**config.mk**
```make
export PLATFORM = sky130hd
export DESIGN_NAME = bram_fifo_ctl_flat
export DESIGN_NICKNAME = d
export VERILOG_FILES = /design/src/rtl/bram_fifo_ctl_if.sv /design/src/rtl/bram_fifo_ctl.sv /design/src/flat_wrapper.sv
export SDC_FILE = /design/constraint.sdc
export NUM_CORES = 1
export LEC_CHECK = 0
export CAP_MARGIN = 20
export CELL_PAD_IN_SITES_DETAIL_PLACEMENT = 2
export CELL_PAD_IN_SITES_GLOBAL_PLACEMENT = 2
export CORE_UTILIZATION = 30
export CTS_CLUSTER_DIAMETER = 60
export DETAILED_ROUTE_END_ITERATION = 10
export GPL_TIMING_DRIVEN = 0
export PLACE_DENSITY = 0.77
export REMOVE_ABC_BUFFERS = 1
export SETUP_SLACK_MARGIN = 0.4
export SYNTH_ARGS = -nofsm -noshare
export SYNTH_HDL_FRONTEND = slang
export SYNTH_SLANG_ARGS = --single-unit
```
**constraint.sdc**
```tcl
create_clock -name clk -period 4.45 [get_ports clk]
set_input_delay 0.89 -clock clk [delete_from_list [all_inputs] [get_ports clk]]
set_output_delay 0.89 -clock clk [all_outputs]
set_load 0.005 [all_outputs]
```
**src/rtl/bram_fifo_ctl_if.sv**
```systemverilog
`default_nettype none
// ============================================================================
// Module   : bram_fifo_ctl_if
// Purpose  : Bundles the producer push port, the consumer valid/ready port,
//            the status flags and the block-RAM port A/B signals of
//            bram_fifo_ctl.
// Modports : slave  - the FIFO controller (drives flags, read data, RAM
//                     controls; receives push, ready and RAM read data)
//            master - the surrounding logic (producer, consumer, RAM)
// Signals  : wr_en, wr_data, full            producer side
//            rd_valid, rd_ready, rd_data     consumer side
//            fill_cnt, ovf_err               status
//            ram_ena, ram_wea, ram_addra,
//            ram_da, ram_enb, ram_addrb,
//            ram_qb                          block RAM ports A (write), B (read)
// Revision : 1.0 - initial release
// ============================================================================
interface bram_fifo_ctl_if #(
    parameter int WIDTH      = 32,
    parameter int ADDR_WIDTH = 4
) ();
    logic                  wr_en;
    logic [WIDTH-1:0]      wr_data;
    logic                  full;
    logic                  rd_valid;
    logic                  rd_ready;
    logic [WIDTH-1:0]      rd_data;
    logic [ADDR_WIDTH:0]   fill_cnt;
    logic                  ovf_err;
    logic                  ram_ena;
    logic                  ram_wea;
    logic [ADDR_WIDTH-1:0] ram_addra;
    logic [WIDTH-1:0]      ram_da;
    logic                  ram_enb;
    logic [ADDR_WIDTH-1:0] ram_addrb;
    logic [WIDTH-1:0]      ram_qb;

    modport slave (
        input  wr_en, wr_data, rd_ready, ram_qb,
        output full, rd_valid, rd_data, fill_cnt, ovf_err,
               ram_ena, ram_wea, ram_addra, ram_da, ram_enb, ram_addrb
    );

    modport master (
        output wr_en, wr_data, rd_ready, ram_qb,
        input  full, rd_valid, rd_data, fill_cnt, ovf_err,
               ram_ena, ram_wea, ram_addra, ram_da, ram_enb, ram_addrb
    );
endinterface
`default_nettype wire

```
**src/rtl/bram_fifo_ctl.sv**
```systemverilog
`default_nettype none
// ============================================================================
// Module   : bram_fifo_ctl
// Purpose  : Synchronous FIFO controller around a 1W/1R block RAM whose read
//            latency is PIPELINE+1 cycles. Writes go straight to RAM port A;
//            reads are issued on port B against a credit check so that every
//            returning word fits in a small skid FIFO that feeds the
//            valid/ready output.
// Ports    : clk  - clock
//            rst  - asynchronous active-high reset
//            bus  - bram_fifo_ctl_if.slave (push, pop, status, RAM ports)
// Options  : `define BRAM_FIFO_OVF_CHK_EN to make ovf_err a sticky flag set by
//            a push attempted while full. Without it ovf_err is tied low.
//            Pushes while full are dropped in both builds.
// Revision : 1.0 - initial release
// ============================================================================
module bram_fifo_ctl #(
    parameter int WIDTH      = 32,
    parameter int ADDR_WIDTH = 4,
    parameter int DEPTH      = 16,
    parameter int PIPELINE   = 0
) (
    input  wire logic       clk,
    input  wire logic       rst,
    bram_fifo_ctl_if.slave  bus
);

    // RAM read latency and skid size. Two extra skid slots beyond the
    // latency let one read issue and one pop happen every cycle.
    localparam int c_LAT        = PIPELINE + 1;
    localparam int c_SKID_DEPTH = PIPELINE + 3;
    localparam int c_SK_AW      = $clog2(c_SKID_DEPTH);
    localparam int c_SK_CW      = $clog2(c_SKID_DEPTH + 1);
    localparam int c_CW         = ADDR_WIDTH + 1;

    localparam logic [c_CW-1:0]       c_DEPTH_V   = c_CW'(DEPTH);
    localparam logic [ADDR_WIDTH-1:0] c_ADDR_ONE  = ADDR_WIDTH'(1);
    localparam logic [c_SK_AW-1:0]    c_SK_ONE    = c_SK_AW'(1);
    localparam logic [c_SK_AW-1:0]    c_SK_LAST   = c_SK_AW'(c_SKID_DEPTH - 1);
    localparam logic [c_SK_CW:0]      c_SKID_LIM  = (c_SK_CW + 1)'(c_SKID_DEPTH);

    logic [ADDR_WIDTH-1:0] r_wr_ptr;
    logic [ADDR_WIDTH-1:0] r_rd_ptr;
    logic [c_CW-1:0]       r_mem_cnt;
    logic [c_CW-1:0]       r_fill_cnt;
    logic                  r_full;
    logic [c_LAT-1:0]      r_vld_sr;
    logic [c_SK_CW-1:0]    r_infl_cnt;
    logic [c_SK_CW-1:0]    r_sk_cnt;
    logic [c_SK_AW-1:0]    r_sk_wr;
    logic [c_SK_AW-1:0]    r_sk_rd;
    logic [WIDTH-1:0]      r_sk_mem [c_SKID_DEPTH];

    logic                  w_push;
    logic                  w_issue;
    logic                  w_ret;
    logic                  w_pop;
    logic [c_SK_CW:0]      w_occ;
    logic [c_CW-1:0]       w_fill_nxt;

    // rst gating keeps every RAM control low while reset is held, even if the
    // producer is still requesting a push.
    assign w_push  = bus.wr_en & ~r_full & ~rst;
    // Reads in flight plus words already in the skid must leave room for one
    // more return, so the skid can never be overrun.
    assign w_occ   = {1'b0, r_infl_cnt} + {1'b0, r_sk_cnt};
    assign w_issue = (r_mem_cnt != '0) & (w_occ < c_SKID_LIM);
    assign w_ret   = r_vld_sr[c_LAT-1];
    assign w_pop   = (r_sk_cnt != '0) & bus.rd_ready;

    always_comb begin
        w_fill_nxt = r_fill_cnt;
        case ({w_push, w_pop})
            2'b10:   w_fill_nxt = r_fill_cnt + c_CW'(1);
            2'b01:   w_fill_nxt = r_fill_cnt - c_CW'(1);
            default: w_fill_nxt = r_fill_cnt;
        endcase
    end

    // Pointers, counters and the read-return valid pipeline. mem_cnt only
    // sees a push one cycle later, so a word is never read in the cycle it
    // is written (the RAM is read-first).
    always_ff @(posedge clk or posedge rst) begin
        if (rst) begin
            r_wr_ptr   <= '0;
            r_rd_ptr   <= '0;
            r_mem_cnt  <= '0;
            r_fill_cnt <= '0;
            r_full     <= 1'b0;
            r_vld_sr   <= '0;
            r_infl_cnt <= '0;
        end else begin
            if (w_push) begin
                r_wr_ptr <= r_wr_ptr + c_ADDR_ONE;
            end
            if (w_issue) begin
                r_rd_ptr <= r_rd_ptr + c_ADDR_ONE;
            end
            r_mem_cnt  <= r_mem_cnt + c_CW'(w_push) - c_CW'(w_issue);
            r_fill_cnt <= w_fill_nxt;
            r_full     <= (w_fill_nxt == c_DEPTH_V);
            r_vld_sr   <= (r_vld_sr << 1) | c_LAT'(w_issue);
            r_infl_cnt <= r_infl_cnt + c_SK_CW'(w_issue) - c_SK_CW'(w_ret);
        end
    end

    // Skid FIFO: circular buffer capturing RAM data at the last latency stage.
    always_ff @(posedge clk or posedge rst) begin
        if (rst) begin
            r_sk_wr  <= '0;
            r_sk_rd  <= '0;
            r_sk_cnt <= '0;
            for (int i = 0; i < c_SKID_DEPTH; i++) begin
                r_sk_mem[i] <= '0;
            end
        end else begin
            if (w_ret) begin
                r_sk_mem[r_sk_wr] <= bus.ram_qb;
                r_sk_wr           <= (r_sk_wr == c_SK_LAST) ? '0 : r_sk_wr + c_SK_ONE;
            end
            if (w_pop) begin
                r_sk_rd <= (r_sk_rd == c_SK_LAST) ? '0 : r_sk_rd + c_SK_ONE;
            end
            r_sk_cnt <= r_sk_cnt + c_SK_CW'(w_ret) - c_SK_CW'(w_pop);
        end
    end

`ifdef BRAM_FIFO_OVF_CHK_EN
    logic r_ovf_err;

    always_ff @(posedge clk or posedge rst) begin
        if (rst) begin
            r_ovf_err <= 1'b0;
        end else if (bus.wr_en && r_full) begin
            r_ovf_err <= 1'b1;
        end
    end

    assign bus.ovf_err = r_ovf_err;
`else
    assign bus.ovf_err = 1'b0;
`endif

    assign bus.full      = r_full;
    assign bus.fill_cnt  = r_fill_cnt;
    assign bus.rd_valid  = (r_sk_cnt != '0);
    assign bus.rd_data   = r_sk_mem[r_sk_rd];

    // Address/data are forced to zero when their port is idle.
    assign bus.ram_ena   = w_push;
    assign bus.ram_wea   = w_push;
    assign bus.ram_addra = w_push ? r_wr_ptr : '0;
    assign bus.ram_da    = w_push ? bus.wr_data : '0;
    assign bus.ram_enb   = w_issue;
    assign bus.ram_addrb = w_issue ? r_rd_ptr : '0;

endmodule
`default_nettype wire

```
**src/flat_wrapper.sv**
```systemverilog
// flat-port wrapper written by rule: the top's interface ports become plain ports
module bram_fifo_ctl_flat 
#(
    parameter int WIDTH      = 32,
    parameter int ADDR_WIDTH = 4,
    parameter int DEPTH      = 16,
    parameter int PIPELINE   = 0
)
  (clk, rst, bus_wr_en, bus_wr_data, bus_rd_ready, bus_ram_qb, bus_full, bus_rd_valid, bus_rd_data, bus_fill_cnt, bus_ovf_err, bus_ram_ena, bus_ram_wea, bus_ram_addra, bus_ram_da, bus_ram_enb, bus_ram_addrb);
  bram_fifo_ctl_if #(.WIDTH(WIDTH), .ADDR_WIDTH(ADDR_WIDTH)) bus_i ();
  input  wire logic clk;
  input  wire logic rst;
  input wire logic [$bits(bus_i.wr_en)-1:0] bus_wr_en;
  input wire logic [$bits(bus_i.wr_data)-1:0] bus_wr_data;
  input wire logic [$bits(bus_i.rd_ready)-1:0] bus_rd_ready;
  input wire logic [$bits(bus_i.ram_qb)-1:0] bus_ram_qb;
  output wire logic [$bits(bus_i.full)-1:0] bus_full;
  output wire logic [$bits(bus_i.rd_valid)-1:0] bus_rd_valid;
  output wire logic [$bits(bus_i.rd_data)-1:0] bus_rd_data;
  output wire logic [$bits(bus_i.fill_cnt)-1:0] bus_fill_cnt;
  output wire logic [$bits(bus_i.ovf_err)-1:0] bus_ovf_err;
  output wire logic [$bits(bus_i.ram_ena)-1:0] bus_ram_ena;
  output wire logic [$bits(bus_i.ram_wea)-1:0] bus_ram_wea;
  output wire logic [$bits(bus_i.ram_addra)-1:0] bus_ram_addra;
  output wire logic [$bits(bus_i.ram_da)-1:0] bus_ram_da;
  output wire logic [$bits(bus_i.ram_enb)-1:0] bus_ram_enb;
  output wire logic [$bits(bus_i.ram_addrb)-1:0] bus_ram_addrb;
  assign bus_i.wr_en = bus_wr_en;
  assign bus_i.wr_data = bus_wr_data;
  assign bus_i.rd_ready = bus_rd_ready;
  assign bus_i.ram_qb = bus_ram_qb;
  assign bus_full = bus_i.full;
  assign bus_rd_valid = bus_i.rd_valid;
  assign bus_rd_data = bus_i.rd_data;
  assign bus_fill_cnt = bus_i.fill_cnt;
  assign bus_ovf_err = bus_i.ovf_err;
  assign bus_ram_ena = bus_i.ram_ena;
  assign bus_ram_wea = bus_i.ram_wea;
  assign bus_ram_addra = bus_i.ram_addra;
  assign bus_ram_da = bus_i.ram_da;
  assign bus_ram_enb = bus_i.ram_enb;
  assign bus_ram_addrb = bus_i.ram_addrb;
  bram_fifo_ctl #(.WIDTH(WIDTH), .ADDR_WIDTH(ADDR_WIDTH), .DEPTH(DEPTH), .PIPELINE(PIPELINE)) u_core (.clk(clk), .rst(rst), .bus(bus_i));
endmodule
```
==> results of run 1 <==
==> sequential cells by signal (all words and copies together), names as in the netlist <==
register / count
u_core.bus.fill_cnt: 5
u_core.bus.full: 1
u_core.r_infl_cnt: 2
u_core.r_mem_cnt: 5
u_core.r_rd_ptr: 4
u_core.r_sk_cnt: 2
u_core.r_sk_mem: 96
u_core.r_sk_rd: 2
u_core.r_sk_wr: 2
u_core.r_vld_sr: 1
u_core.r_wr_ptr: 4
==> area by class of cell <==
| cell class | count | area [sq um] | area share, % |
|---|---|---|---|
| inverters | 19 | 76.3 | 0.880 |
| well taps | 265 | 332 | 3.82 |
| clock inverters | 11 | 165 | 1.90 |
| flip-flops and latches | 124 | 3110 | 35.8 |
| repair buffers | 159 | 1700 | 19.6 |
| clock buffers | 21 | 470 | 5.42 |
| multi-input cells | 323 | 2820 | 32.5 |
==> power groups by stage <==
stage | Sequential, mW | Combinational, mW | Clock (mW)
after detailed placement | 2.19 | 3.40 | 0
final | 2.17 | 3.34 | 1.48
after global routing | 2.25 | 3.69 | 1.56
after global placement | 2.18 | 3.05 | 0
after floorplan | 2.06 | 1.89 | 0
after CTS | 2.18 | 3.44 | 1.52
==> worst register-to-register path: cells and delay by family, from the launching register on <==
kind | cells | cell delay, ps
AND/OR/NAND/NOR | 2 | 1110
adder cells (fa/ha/maj) | 2 | 720
buffers and inverters | 3 | 490
flip-flops | 1 | 390
AO/OA/AOI/OAI | 3 | 350
==> per-layer routing <==
| metal | up-vias | part of all wire [%] | track usage (%) |
|---|---|---|---|
| met5 | - | 0 | 0 |
| met4 | 0 | 1.3 | 5.87 |
| met3 | 15 | 2.6 | 3.59 |
| met2 | 62 | 55 | 33.2 |
| met1 | 2256 | 41 | 20.3 |
| li1 | 1987 | - | - |
==> logic make-up (layout without fill, tap and decap cells) <==
| logic type | Yosys count | count (layout) | share of synthesized area, % |
|---|---|---|---|
| mux | 132 | 132 | 25.4 |
| other cells | 1 | 1 | 0.0613 |
| xor+xnor | 16 | 16 | 2.29 |
| fa+ha+maj | 20 | 20 | 4.46 |
| compound gates | 48 | 48 | 4.37 |
| flops | 124 | 124 | 50.7 |
| simple gates | 106 | 106 | 9.06 |
| buf+inv | 47 | 210 | 3.62 |
==> synthesized netlist by cell type, types with 4 or more instances <==
cell type / n
nand2_1: 41
mux2_2: 69
dfrtp_1: 124
inv_1: 18
ha_1: 17
xnor2_1: 11
nor2_1: 6
mux2i_1: 33
buf_2: 12
and2_1: 40
clkbuf_1: 11
xor2_1: 5
mux2_4: 30
a21oi_1: 4
o21ai_0: 36
==> cell usage in the layout (no fill, tap or decap), drive strengths merged, types with 5 or more instances in the layout <==
| master | n |
|---|---|
| clkdlybuf4s50 | 149 |
| dfrtp | 124 |
| mux2 | 99 |
| nand2 | 41 |
| and2 | 40 |
| o21ai | 36 |
| mux2i | 33 |
| clkbuf | 21 |
| inv | 19 |
| ha | 17 |
| xnor2 | 11 |
| buf | 10 |
| nor2 | 6 |
| clkinv | 6 |
| xor2 | 5 |
==> how the worst max path moves through the flow <==
stage	slack [ps]	endpoint	from
2_1_floorplan	-140	u_core.bus.full	rst
3_3_place_gp	-1790	u_core.bus.full	rst
3_5_place_dp	180	u_core.bus.full	rst
4_1_cts	460	bus_rd_data[17]	u_core.r_sk_rd[0]
5_1_grt	400	u_core.bus.full	rst
6_report	590	bus_ram_da[16]	rst
==> stage by stage <==
| stage | setup TNS [ps] | instance area [sq um] | hold slack [ps] | util [%] | setup WS (ps) |
|---|---|---|---|---|---|
| global route | 0 | 8670 | 485 | 44.0 | 405 |
| finish | 0 | 8670 | 464 | 44.0 | 588 |
| detailed placement | 0 | 8040 | 460 | 40.8 | 181 |
| global placement | -284960 | 7790 | 455 | 39.5 | -1790 |
| CTS | 0 | 8670 | 470 | 44.0 | 456 |
| floorplan | -195 | 5970 | 437 | - | -143 |
==> timing repair <==
action | 4_1_cts | 5_1_grt
gates resized for setup | 0 | 1
setup endpoints to repair | 0 | 4
endpoints found under the hold margin | 0 | 0
==> impl_metrics.toml, run 1 <==
[routing]
routedWlPerCell_um = 19.1
drc = 0
final_antenna_net_count = 0
first_pass_iters = 4
routed_via_density = 4.69
via_count = 4320
routed_wl_um = 17600
drt_iter0_drc = 105

[cts]
path_clk_slew_ps = 50
ctsHoldBuffers = 0
cts-htree-levels = 4
cts_made_buffers = 17
cts_setup_buffers = 0
clockBufferDepth = 2
clk_latency_ps = 420
cts.root.buffer_cell = "clkbuf_16"
cts_tree = "done"
cts_num_sinks = 124

[power]
clkPwrFrac_pct = 21.2
p_leak_nw = 3.71
p_comb_share_pct = 47.8
finalPower_mw = 7.00
power_frac_seq_pct = 31.1
total_switching_power_mw = 2.32
ir_drop_mv = 0.297
intPower_mw = 4.68
swShare_pct = 33.2
power.density_nw_per_um2 = 807

[timing]
fin_crit_ps = 3860
min_period_over_period_pct = 86.8
setup_viol = 0
clock_skew_ps = 11.5
hold_violations = 0
grt_setup_unrepaired = "false"
slew-limit-headroom_pct = 47.0
slew_viol_final = 0
worstMarginPinSlew_ps = 794
max_freq_ghz = 0.259

[worst_hold_path]
hp-class = "flip-flop to flip-flop"
min_from = "u_core.r_wr_ptr[3]"
whs_path_depth = 1
hold_path_end = "u_core.r_wr_ptr[3]"

[final_layout]
area_growth_pct = 41.7
fillCellCount = 1970
diodes = 0
fin_cells = 922
finalNetCount = 732
layout-drive-gt1-share_pct = 23.1

[critical_path]
r2r-end = "u_core.bus.full"
critPathTopFamily = "buffers and inverters"
cpMaxStageDelayCell = "nor3b_2"
slowest_delay_ps = 520
end_kind = "output port"
critPathBufInv = 4
ff2ff_path_depth = 10
start_kind = "input port"
critical_path_arrival_ps = 2970
path_class = "input port to output port"
crit_top_cell = "clkdlybuf4s50_1"
reg2reg_slack_ps = 1260
required_ps = 3560
crit_chain = "clkdlybuf4s50_1, nor3b_2, buf_6, buf_8, and2_1, clkdlybuf4s50_1"
path_max_fanout = 20
rr_startpoint = "u_core.bus.full"
path_depth = 6

[grt]
grt_max_degree = 76
first_global_vias = 5120
grt_first_pass_wirelength_um = 28000
grt_util_all_layers_pct = 17.9
antenna_found_initial = 0
grt_overflow = 0

[synthesis]
synth-edff-count = 0
postSynth.asyncResetShare_pct = 100
synth_warnings = 0
synth_top_area_share_pct = 50.7
synth_area_sq_um = 6120
synth.distinct_cells = 39
yosys-top-cells-area = "dfrtp_1 51%, mux2_2 13%, mux2_4 7.4%"
ys_seq_area_share_pct = 50.7
synth_seq_cells = 124
syn-mean-instance-area_sq_um = 12.4
synth_area_leader_cell = "dfrtp_1"
ys.flop_type = "dfrtp_1"
synth_cells = 494

[placement]
place_inst = 890
dp_hpwl_um = 12400
portBuffers = 149
gp_congestion = 0.729

[floorplan]
fp.coreArea_sq_um = 19700
die_w_um = 145
die_y_um = 145
io_pins = 151
initial_core_util_pct = 31.0
rows = 51
die_area_sq_um = 21000

[status]
outcome = "complete, no violations"

[run]
drv_cap = 0
No activity file was read; power rests on OpenSTA's default activity.
==> run 2: changes to the inputs <==
- CELL_PAD_IN_SITES_DETAIL_PLACEMENT: 2 -> 1
- CELL_PAD_IN_SITES_GLOBAL_PLACEMENT: 2 -> 1
- CORE_MARGIN: default -> 2
- CORE_UTILIZATION: 30 -> 39
- PLACE_DENSITY: 0.77 -> 0.82
==> run 2 against run 1 <==
Net effect:
- core utilization rose by 11 points
- first-iteration DRC count fell by 5.7%
- fmax rose by 1.4%
- register-to-register slack improved by 50 ps
- final cell count fell by 6.4%
- power fell by 4.6%
- final area fell by 2.7%
- clock power fell by 19%
- clock skew fell by 4.6 ps
- critical endpoint is now bus_ram_da[31]
==> impl_metrics.toml, run 2 (synthesis gave the netlist of run 1 again) <==
[critical_path]
ff2ff_path_depth = 11
reg2reg_slack_ps = 1310
critPathBufInv = 3
end_kind = "output port"
crit_top_cell = "clkdlybuf4s50_1"
rr_startpoint = "u_core.r_sk_cnt[0]"
cpMaxStageDelayCell = "nor3b_4"
required_ps = 3560
critPathTopFamily = "buffers and inverters"
critPathCapture = "bus_ram_da[31]"
start_kind = "input port"
crit_chain = "clkdlybuf4s50_1, nor3b_4, buf_6, and2_1, clkdlybuf4s50_1"
slowest_delay_ps = 560
r2r-end = "u_core.r_mem_cnt[4]"
path_depth = 5
path_max_fanout = 28
critical_path_arrival_ps = 2920
crit_start = "rst"
path_class = "input port to output port"

[placement]
placed_area_sq_um = 7940
gp_congestion = 0.778
place_inst = 835
dp_hpwl_um = 11300
portBuffers = 149
post-place-ws_ps = 174

[routing]
drt_iter0_drc = 99
final_antenna_net_count = 0
first_pass_iters = 4
routed_via_density = 5.07
routed_wl_um = 16200
routedWlPerCell_um = 18.8
drc = 0
via_count = 4373

[cts]
cts.root.buffer_cell = "clkbuf_16"
cts_num_sinks = 124
cts_made_buffers = 17
clockBufferDepth = 2
path_clk_slew_ps = 50
cts_tree = "done"
ctsHoldBuffers = 0
clk_latency_ps = 420
cts-htree-levels = 4

[timing]
clock_skew_ps = 6.96
finalWorstSetupSlack_ps = 641
holdWs_ps = 468
fin_crit_ps = 3810
min_period_over_period_pct = 85.6
grt_setup_unrepaired = "false"
fin_setup_tns_ps = 0
max_freq_ghz = 0.263
slew_viol_final = 0
slew-limit-headroom_pct = 46.2
setup_viol = 0
worstMarginPinSlew_ps = 808
hold_violations = 0

[grt]
first_global_vias = 5024
grt_util_all_layers_pct = 20.7
grt_overflow = 0
antenna_found_initial = 0
grt_first_pass_wirelength_um = 26400
grt_max_degree = 81

[power]
power.density_nw_per_um2 = 790
ir_drop_mv = 0.366
finalPower_mw = 6.67
p_leak_nw = 3.64

[floorplan]
die_y_um = 129
initial_core_util_pct = 40.1
rows = 45
io_pins = 151
die_w_um = 129
die_area_sq_um = 16700
fp.coreArea_sq_um = 15300

[final_layout]
largest-register = "u_core.r_sk_mem"
fin_area_sq_um = 8440
layout-drive-gt1-share_pct = 21.8
largest_reg_flops = 96
mostFrequentLayoutCell = "clkdlybuf4s50_1"
fillCellCount = 1547
utilization_pct = 55.3
finalNetCount = 731
area_growth_pct = 37.9
diodes = 0
final_cell_mix = "149 x clkdlybuf4s50_1, 123 x dfrtp_1, 69 x mux2_2"
fin_cells = 863

[run]
drv_cap = 0

[status]
outcome = "complete, no violations"

[worst_hold_path]
hp-class = "flip-flop to flip-flop"
==> run 2: cell count changes in the layout (fill, tap and decap cells not counted) <==
cell	previous run	this run
bufinv_16	4	0
clkbuf_1	1	5
clkinv_4	2	0
buf_12	3	2
buf_16	4	3
buf_8	2	3
clkinv_2	4	3
clkinvlp_4	1	0
dfrtp_1	122	123
dfrtp_2	2	1
nor3b_2	1	0
nor3b_4	0	1
==> run 2: worst min path at each step <==
stage / slack [ps] / to / from / cells past startpoint
global placement: 450 / u_core.r_wr_ptr[2] / u_core.r_wr_ptr[2] / 1
detailed placement: 460 / u_core.r_wr_ptr[3] / u_core.r_wr_ptr[3] / 1
global route: 500 / u_core.r_rd_ptr[3] / u_core.r_rd_ptr[3] / 1
finish: 470 / u_core.r_wr_ptr[3] / u_core.r_wr_ptr[3] / 1
floorplan: 440 / u_core.r_wr_ptr[2] / u_core.r_wr_ptr[2] / 1
CTS: 470 / u_core.r_wr_ptr[3] / u_core.r_wr_ptr[3] / 1
==> run 2: cell type report <==
| type | instances | area (sq um) | share of cell area (%) |
|---|---|---|---|
| sequential | 124 | 3100 | 36.8 |
| timing repair buffer | 158 | 1670 | 19.8 |
| inverter | 19 | 76.3 | 0.904 |
| tap | 211 | 264 | 3.13 |
| clock buffer | 25 | 485 | 5.75 |
| multi-input combinational | 323 | 2830 | 33.5 |
| clock inverter | 3 | 15.0 | 0.178 |
==> run 2: repair_timing <==
item,4_1_cts,5_1_grt
gates resized for setup,0,1
buffers inserted,0,0
setup endpoints to repair,0,26
==> run 2: worst register-to-register path: stages (launching register included) <==
cell and delay (ps):
dfrtp_1 410, ha_1 220, fa_1 450, a211oi_2 650
ha_1 220, inv_1 40, ha_1 200, fa_1 420
a21oi_1 170, nor2_1 60, nor2_1 110, xnor2_1 120
==> run 2: metal layers <==
metal,up-vias,routed length (um),global-route usage [%]
met2,77,8770,37.2
li1,1987,-,-
met5,-,0,0
met3,34,471,4.46
met4,0,435,8.63
met1,2275,6550,23.8
==> run 2: where the power goes <==
group	total (mW)	internal, mW	switching [mW]
Clock	1.20	0.738	0.462
Sequential	2.19	1.74	0.447
Combinational	3.29	1.94	1.35
